<file path="src/rtl/mc_main_control_if.sv">
// Control bus between the multicycle MIPS main controller and its datapath.
// Master is the controller; slave is the datapath side.
interface mc_main_control_if;
    logic [5:0] Opcode;
    logic       mem_ready;
    logic       PCWrite;
    logic       PCWriteCond;
    logic       IorD;
    logic       MemRead;
    logic       MemWrite;
    logic       IRWrite;
    logic       MemtoReg;
    logic       RegDst;
    logic       RegWrite;
    logic       ALUSrcA;
    logic [1:0] ALUSrcB;
    logic [1:0] ALUOp;
    logic [1:0] PCSource;
    logic       illegal_op;
    logic [3:0] state;

    modport master (
        input  Opcode, mem_ready,
        output PCWrite, PCWriteCond, IorD, MemRead, MemWrite, IRWrite,
               MemtoReg, RegDst, RegWrite, ALUSrcA, ALUSrcB, ALUOp,
               PCSource, illegal_op, state
    );

    modport slave (
        output Opcode, mem_ready,
        input  PCWrite, PCWriteCond, IorD, MemRead, MemWrite, IRWrite,
               MemtoReg, RegDst, RegWrite, ALUSrcA, ALUSrcB, ALUOp,
               PCSource, illegal_op, state
    );
endinterface

</file>
<file path="src/rtl/mc_main_control.sv">
// Multicycle MIPS main control FSM: fetch/decode/execute/memory/writeback sequencing
// with mem_ready stalls; all datapath controls decode combinationally from the state.
module mc_main_control (
    input  logic               clk,
    input  logic               rst_n,
    mc_main_control_if.master  bus
);
    localparam logic [5:0] OP_RTYPE = 6'b000000;
    localparam logic [5:0] OP_LW    = 6'b100011;
    localparam logic [5:0] OP_SW    = 6'b101011;
    localparam logic [5:0] OP_BEQ   = 6'b000100;
    localparam logic [5:0] OP_J     = 6'b000010;
    localparam logic [5:0] OP_ADDI  = 6'b001000;

    typedef enum logic [3:0] {
        S_IDLE   = 4'd0,
        S_FETCH  = 4'd1,
        S_DECODE = 4'd2,
        S_MEMADR = 4'd3,
        S_MEMRD  = 4'd4,
        S_MEMWB  = 4'd5,
        S_MEMWR  = 4'd6,
        S_EXEC   = 4'd7,
        S_ALUWB  = 4'd8,
        S_BRANCH = 4'd9,
        S_JUMP   = 4'd10,
        S_ADDIEX = 4'd11,
        S_ADDIWB = 4'd12
    } state_t;

    state_t     r_state;
    state_t     w_next;
    logic       w_pcWrite;
    logic       w_pcWriteCond;
    logic       w_iorD;
    logic       w_memRead;
    logic       w_memWrite;
    logic       w_irWrite;
    logic       w_memtoReg;
    logic       w_regDst;
    logic       w_regWrite;
    logic       w_aluSrcA;
    logic [1:0] w_aluSrcB;
    logic [1:0] w_aluOp;
    logic [1:0] w_pcSource;
    logic       w_illegalOp;

    always_ff @(posedge clk or negedge rst_n) begin
        if (!rst_n)
            r_state <= S_IDLE;
        else
            r_state <= w_next;
    end

    // Unused encodings 13-15 fall through to the defaults: outputs 0, back to IDLE.
    always_comb begin
        w_next        = S_IDLE;
        w_pcWrite     = 1'b0;
        w_pcWriteCond = 1'b0;
        w_iorD        = 1'b0;
        w_memRead     = 1'b0;
        w_memWrite    = 1'b0;
        w_irWrite     = 1'b0;
        w_memtoReg    = 1'b0;
        w_regDst      = 1'b0;
        w_regWrite    = 1'b0;
        w_aluSrcA     = 1'b0;
        w_aluSrcB     = 2'b00;
        w_aluOp       = 2'b00;
        w_pcSource    = 2'b00;
        w_illegalOp   = 1'b0;
        case (r_state)
            S_IDLE: w_next = S_FETCH;
            S_FETCH: begin
                w_memRead = 1'b1;
                w_aluSrcB = 2'b01;
                w_irWrite = bus.mem_ready;
                w_pcWrite = bus.mem_ready;
                w_next    = bus.mem_ready ? S_DECODE : S_FETCH;
            end
            S_DECODE: begin
                w_aluSrcB = 2'b11;
                case (bus.Opcode)
                    OP_LW, OP_SW: w_next = S_MEMADR;
                    OP_RTYPE:     w_next = S_EXEC;
                    OP_BEQ:       w_next = S_BRANCH;
                    OP_J:         w_next = S_JUMP;
                    OP_ADDI:      w_next = S_ADDIEX;
                    default: begin
                        w_illegalOp = 1'b1;
                        w_next      = S_FETCH;
                    end
                endcase
            end
            S_MEMADR: begin
                w_aluSrcA = 1'b1;
                w_aluSrcB = 2'b10;
                w_next    = (bus.Opcode == OP_LW) ? S_MEMRD : S_MEMWR;
            end
            S_MEMRD: begin
                w_memRead = 1'b1;
                w_iorD    = 1'b1;
                w_next    = bus.mem_ready ? S_MEMWB : S_MEMRD;
            end
            S_MEMWB: begin
                w_regWrite = 1'b1;
                w_memtoReg = 1'b1;
                w_next     = S_FETCH;
            end
            S_MEMWR: begin
                w_memWrite = 1'b1;
                w_iorD     = 1'b1;
                w_next     = bus.mem_ready ? S_FETCH : S_MEMWR;
            end
            S_EXEC: begin
                w_aluSrcA = 1'b1;
                w_aluOp   = 2'b10;
                w_next    = S_ALUWB;
            end
            S_ALUWB: begin
                w_regWrite = 1'b1;
                w_regDst   = 1'b1;
                w_next     = S_FETCH;
            end
            S_BRANCH: begin
                w_aluSrcA     = 1'b1;
                w_aluOp       = 2'b01;
                w_pcWriteCond = 1'b1;
                w_pcSource    = 2'b01;
                w_next        = S_FETCH;
            end
            S_JUMP: begin
                w_pcWrite  = 1'b1;
                w_pcSource = 2'b10;
                w_next     = S_FETCH;
            end
            S_ADDIEX: begin
                w_aluSrcA = 1'b1;
                w_aluSrcB = 2'b10;
                w_next    = S_ADDIWB;
            end
            S_ADDIWB: begin
                w_regWrite = 1'b1;
                w_next     = S_FETCH;
            end
            default: w_next = S_IDLE;
        endcase
    end

    assign bus.PCWrite     = w_pcWrite;
    assign bus.PCWriteCond = w_pcWriteCond;
    assign bus.IorD        = w_iorD;
    assign bus.MemRead     = w_memRead;
    assign bus.MemWrite    = w_memWrite;
    assign bus.IRWrite     = w_irWrite;
    assign bus.MemtoReg    = w_memtoReg;
    assign bus.RegDst      = w_regDst;
    assign bus.RegWrite    = w_regWrite;
    assign bus.ALUSrcA     = w_aluSrcA;
    assign bus.ALUSrcB     = w_aluSrcB;
    assign bus.ALUOp       = w_aluOp;
    assign bus.PCSource    = w_pcSource;
    assign bus.illegal_op  = w_illegalOp;
    assign bus.state       = r_state;
endmodule

</file>
<file path="src/flat_wrapper.sv">
// flat-port wrapper written by rule: the top's interface ports become plain ports
module mc_main_control_flat 
  (clk, rst_n, bus_Opcode, bus_mem_ready, bus_PCWrite, bus_PCWriteCond, bus_IorD, bus_MemRead, bus_MemWrite, bus_IRWrite, bus_MemtoReg, bus_RegDst, bus_RegWrite, bus_ALUSrcA, bus_ALUSrcB, bus_ALUOp, bus_PCSource, bus_illegal_op, bus_state);
  mc_main_control_if bus_i ();
  input  logic clk;
  input  logic rst_n;
  input wire logic [$bits(bus_i.Opcode)-1:0] bus_Opcode;
  input wire logic [$bits(bus_i.mem_ready)-1:0] bus_mem_ready;
  output wire logic [$bits(bus_i.PCWrite)-1:0] bus_PCWrite;
  output wire logic [$bits(bus_i.PCWriteCond)-1:0] bus_PCWriteCond;
  output wire logic [$bits(bus_i.IorD)-1:0] bus_IorD;
  output wire logic [$bits(bus_i.MemRead)-1:0] bus_MemRead;
  output wire logic [$bits(bus_i.MemWrite)-1:0] bus_MemWrite;
  output wire logic [$bits(bus_i.IRWrite)-1:0] bus_IRWrite;
  output wire logic [$bits(bus_i.MemtoReg)-1:0] bus_MemtoReg;
  output wire logic [$bits(bus_i.RegDst)-1:0] bus_RegDst;
  output wire logic [$bits(bus_i.RegWrite)-1:0] bus_RegWrite;
  output wire logic [$bits(bus_i.ALUSrcA)-1:0] bus_ALUSrcA;
  output wire logic [$bits(bus_i.ALUSrcB)-1:0] bus_ALUSrcB;
  output wire logic [$bits(bus_i.ALUOp)-1:0] bus_ALUOp;
  output wire logic [$bits(bus_i.PCSource)-1:0] bus_PCSource;
  output wire logic [$bits(bus_i.illegal_op)-1:0] bus_illegal_op;
  output wire logic [$bits(bus_i.state)-1:0] bus_state;
  assign bus_i.Opcode = bus_Opcode;
  assign bus_i.mem_ready = bus_mem_ready;
  assign bus_PCWrite = bus_i.PCWrite;
  assign bus_PCWriteCond = bus_i.PCWriteCond;
  assign bus_IorD = bus_i.IorD;
  assign bus_MemRead = bus_i.MemRead;
  assign bus_MemWrite = bus_i.MemWrite;
  assign bus_IRWrite = bus_i.IRWrite;
  assign bus_MemtoReg = bus_i.MemtoReg;
  assign bus_RegDst = bus_i.RegDst;
  assign bus_RegWrite = bus_i.RegWrite;
  assign bus_ALUSrcA = bus_i.ALUSrcA;
  assign bus_ALUSrcB = bus_i.ALUSrcB;
  assign bus_ALUOp = bus_i.ALUOp;
  assign bus_PCSource = bus_i.PCSource;
  assign bus_illegal_op = bus_i.illegal_op;
  assign bus_state = bus_i.state;
  mc_main_control u_core (.clk(clk), .rst_n(rst_n), .bus(bus_i));
endmodule
</file>
<file path="config.mk">
export PLATFORM = sky130hd
export DESIGN_NAME = mc_main_control_flat
export DESIGN_NICKNAME = d
export VERILOG_FILES = /design/src/rtl/mc_main_control_if.sv /design/src/rtl/mc_main_control.sv /design/src/flat_wrapper.sv
export SDC_FILE = /design/constraint.sdc
export NUM_CORES = 1
export LEC_CHECK = 0
export ABC_AREA = 0
export CORE_UTILIZATION = 41
export DETAILED_ROUTE_END_ITERATION = 12
export GPL_TIMING_DRIVEN = 0
export HOLD_SLACK_MARGIN = 0.1
export PLACE_DENSITY = 0.86
export SLEW_MARGIN = 10
export SYNTH_ARGS = -nofsm -noshare
export SYNTH_HDL_FRONTEND = slang
export SYNTH_SLANG_ARGS = --single-unit
</file>
<file path="constraint.sdc">
create_clock -name clk -period 3.1 [get_ports clk]
set_clock_uncertainty 0.2 [all_clocks]
set_input_delay 0.31 -clock clk [delete_from_list [all_inputs] [get_ports clk]]
set_output_delay 0.31 -clock clk [all_outputs]
set_load 0.02 [all_outputs]
</file>
==> metrics <==
status complete, no violations; Async SR Flop Fraction 100.0%; Final Hold Fails 0; leading area contributor after synthesis dfrtp_1; Reg2Reg Depth 3; R2R Path Start u_core.bus.state[2]; die height 38.89 um; Reg area 100.1 um^2; vias in the first global route 590; CTS HTree Levels 1; pins over their slew limit 0; data required time of the critical path 2.59 ns; Num CTS Buffers 3; final setup violating endpoints 0; Syn Area/Cell 7.541 um^2; Critical Path AT 2.06 ns; Setup Fix Bufs, Post-CTS 0; row cnt 12; RSZ-0062 raised after global routing no; Routed WL per cell 13.38 um; worst slew pin tran 0.4376 ns; setup_tns 0 ns; Final GP Congestion 0.7554; layout cell share with drive strength beyond 1 16.82%; Detailed Place HPWL 1241 um; Area Growth Syn to Fin 60.99%; grt total ovfl 0; top area cells in the synthesized netlist dfrtp_1 18%, nor2_1 8.1%, nand2b_1 4.5%; Horiz. Die Dim 38.89 um; Nets 118; area of the core 0.001186 mm^2; Post-DP Area 865.8 um^2; r2r setup slk 1.44 ns; CTS tree yes; Synth top area share 17.94%; fin cells 121; Crit. End Element output pin; cell area after layout 898.4 um^2; Tightest Hold Check Type reg2reg; post-cts sizing count 0; Critical Path Source Type input port; drt initial violations 8; met3 usage 3.468%; first-pass GRT wire length 2580 um; RR Endpoint u_core.bus.state[1]; CTS max path bufs 2; Mapped Area 558.0 um^2; grt met2 use 42.92%; Max-cap violations 0; Post-Synthesis Cells 74; most used flip-flop cell after synthesis dfrtp_1; Total Routing Usage GR 25.27%; clk sinks 4; Hold WS 0.5695 ns; Detail Route Antenna Nets 0; static leakage 0.3417 nW; count leader, synth nor2_1; die area 0.001512 mm^2; max reg flops 4; Post-Route WL 1619 um; drt first pass iters 4; commonest cells in the netlist 12 x nor2_1, 6 x nand2_1; antenna cell count 0; critical path type in2out; Tmin final 2.571 ns; Power Density 872.1 mW/mm^2; PortBufs 29; peak supply drop 0.0005635 V; Seq/Total Area, Yosys 17.94%; count of cell types in the netlist 38; # fillers 105; #FFs+latches synth 4; via/cell ratio 5.587; GR peak layer met2; largest net degree at the start of global routing 11; Multi-input gate area 399.1 um^2; placed cells 117; I/O Pins 30; Syn Nets 83; crit path max fanout 7; number of synthesized flops with an enable pin 0; Root Driver clkbuf_4; Vias 676; initial antenna violation count 0; Hold Buf Count CTS 1; Max transition margin 70.56%; met1 usage 31.38%; Clk pin slew, worst setup/hold paths 0.04 ns; fraction of the cycle the final worst path needs 82.93%; CP Launch Point bus_Opcode[0]; clk_lat worst skew 0.24 ns; Ys Warns 0; DRC viols 0; Worst setup endpoint bus_illegal_op; initial cell density of the core 47.05%; max frequency 389.0 MHz
==> critical path: stages <==
cell	delay, ns
clkdlybuf4s50_1	0.50
nor4_1	0.46
nand2_1	0.07
and3_1	0.18
clkdlybuf4s50_1	0.53
==> cell usage in the layout, fill, tap and decap left out, types with 2 or more instances in the layout <==
cell type and count:
clkdlybuf4s50_1 29, nor2_1 12, nand2_1 6, nand2b_1 4, o21ai_1 4, clkbuf_4 4, nor3_1 4, dfrtp_1 4
o211ai_1 3, buf_2 2, buf_6 2, inv_2 2, a21boi_1 2, a21boi_0 2, and3_1 2
==> kinds of logic after synthesis <==
group,after synthesis,share of synthesized area (%)
compound gates,19,25.56
xor+xnor,2,3.140
buf+inv,9,10.54
flops,4,17.94
mux,1,2.018
simple gates,39,40.81
==> per-layer routing <==
layer  routed length [um]  vias to the layer above
met5                    0                        -
met4                   23                        0
met3                   66                        4
met2                  834                       29
met1                  694                      310
li1                     -                      333
==> layout make-up <==
type / count / share of cell area [%]
buffer: 6 / 5.292
clock buffer: 3 / 2.507
inverter: 3 / 1.253
multi-input combinational: 61 / 44.43
sequential: 4 / 11.14
tap: 14 / 1.950
timing repair buffer: 30 / 33.43
==> through the flow <==
stage / utilization, % / setup slack [ns] / power, mW
after floorplan: - / 1.214 / 0.4702
after global placement: 73.00 / 0.5260 / 0.7017
after detailed placement: 73.00 / 0.5481 / 0.7132
after CTS: 75.74 / 0.5189 / 0.7831
after global routing: 75.74 / 0.3789 / 0.8317
final: 75.74 / 0.5292 / 0.7835
==> worst min path at each step <==
stage | endpoint | cells after the start | startpoint
after floorplan | u_core.bus.state[0] | 0 | rst_n
after global placement | u_core.bus.state[1] | 1 | rst_n
after detailed placement | u_core.bus.state[1] | 1 | rst_n
after CTS | u_core.bus.state[2] | 2 | u_core.bus.state[1]
after global routing | u_core.bus.state[2] | 2 | u_core.bus.state[1]
final | u_core.bus.state[2] | 2 | u_core.bus.state[1]
==> power by group <==
part           internal [mW]  total (mW)  switching (mW)
logic                  0.290       0.622           0.332
registers             0.0724      0.0950          0.0226
clock network         0.0434      0.0663          0.0229
No activity file was read; power rests on OpenSTA's default activity.
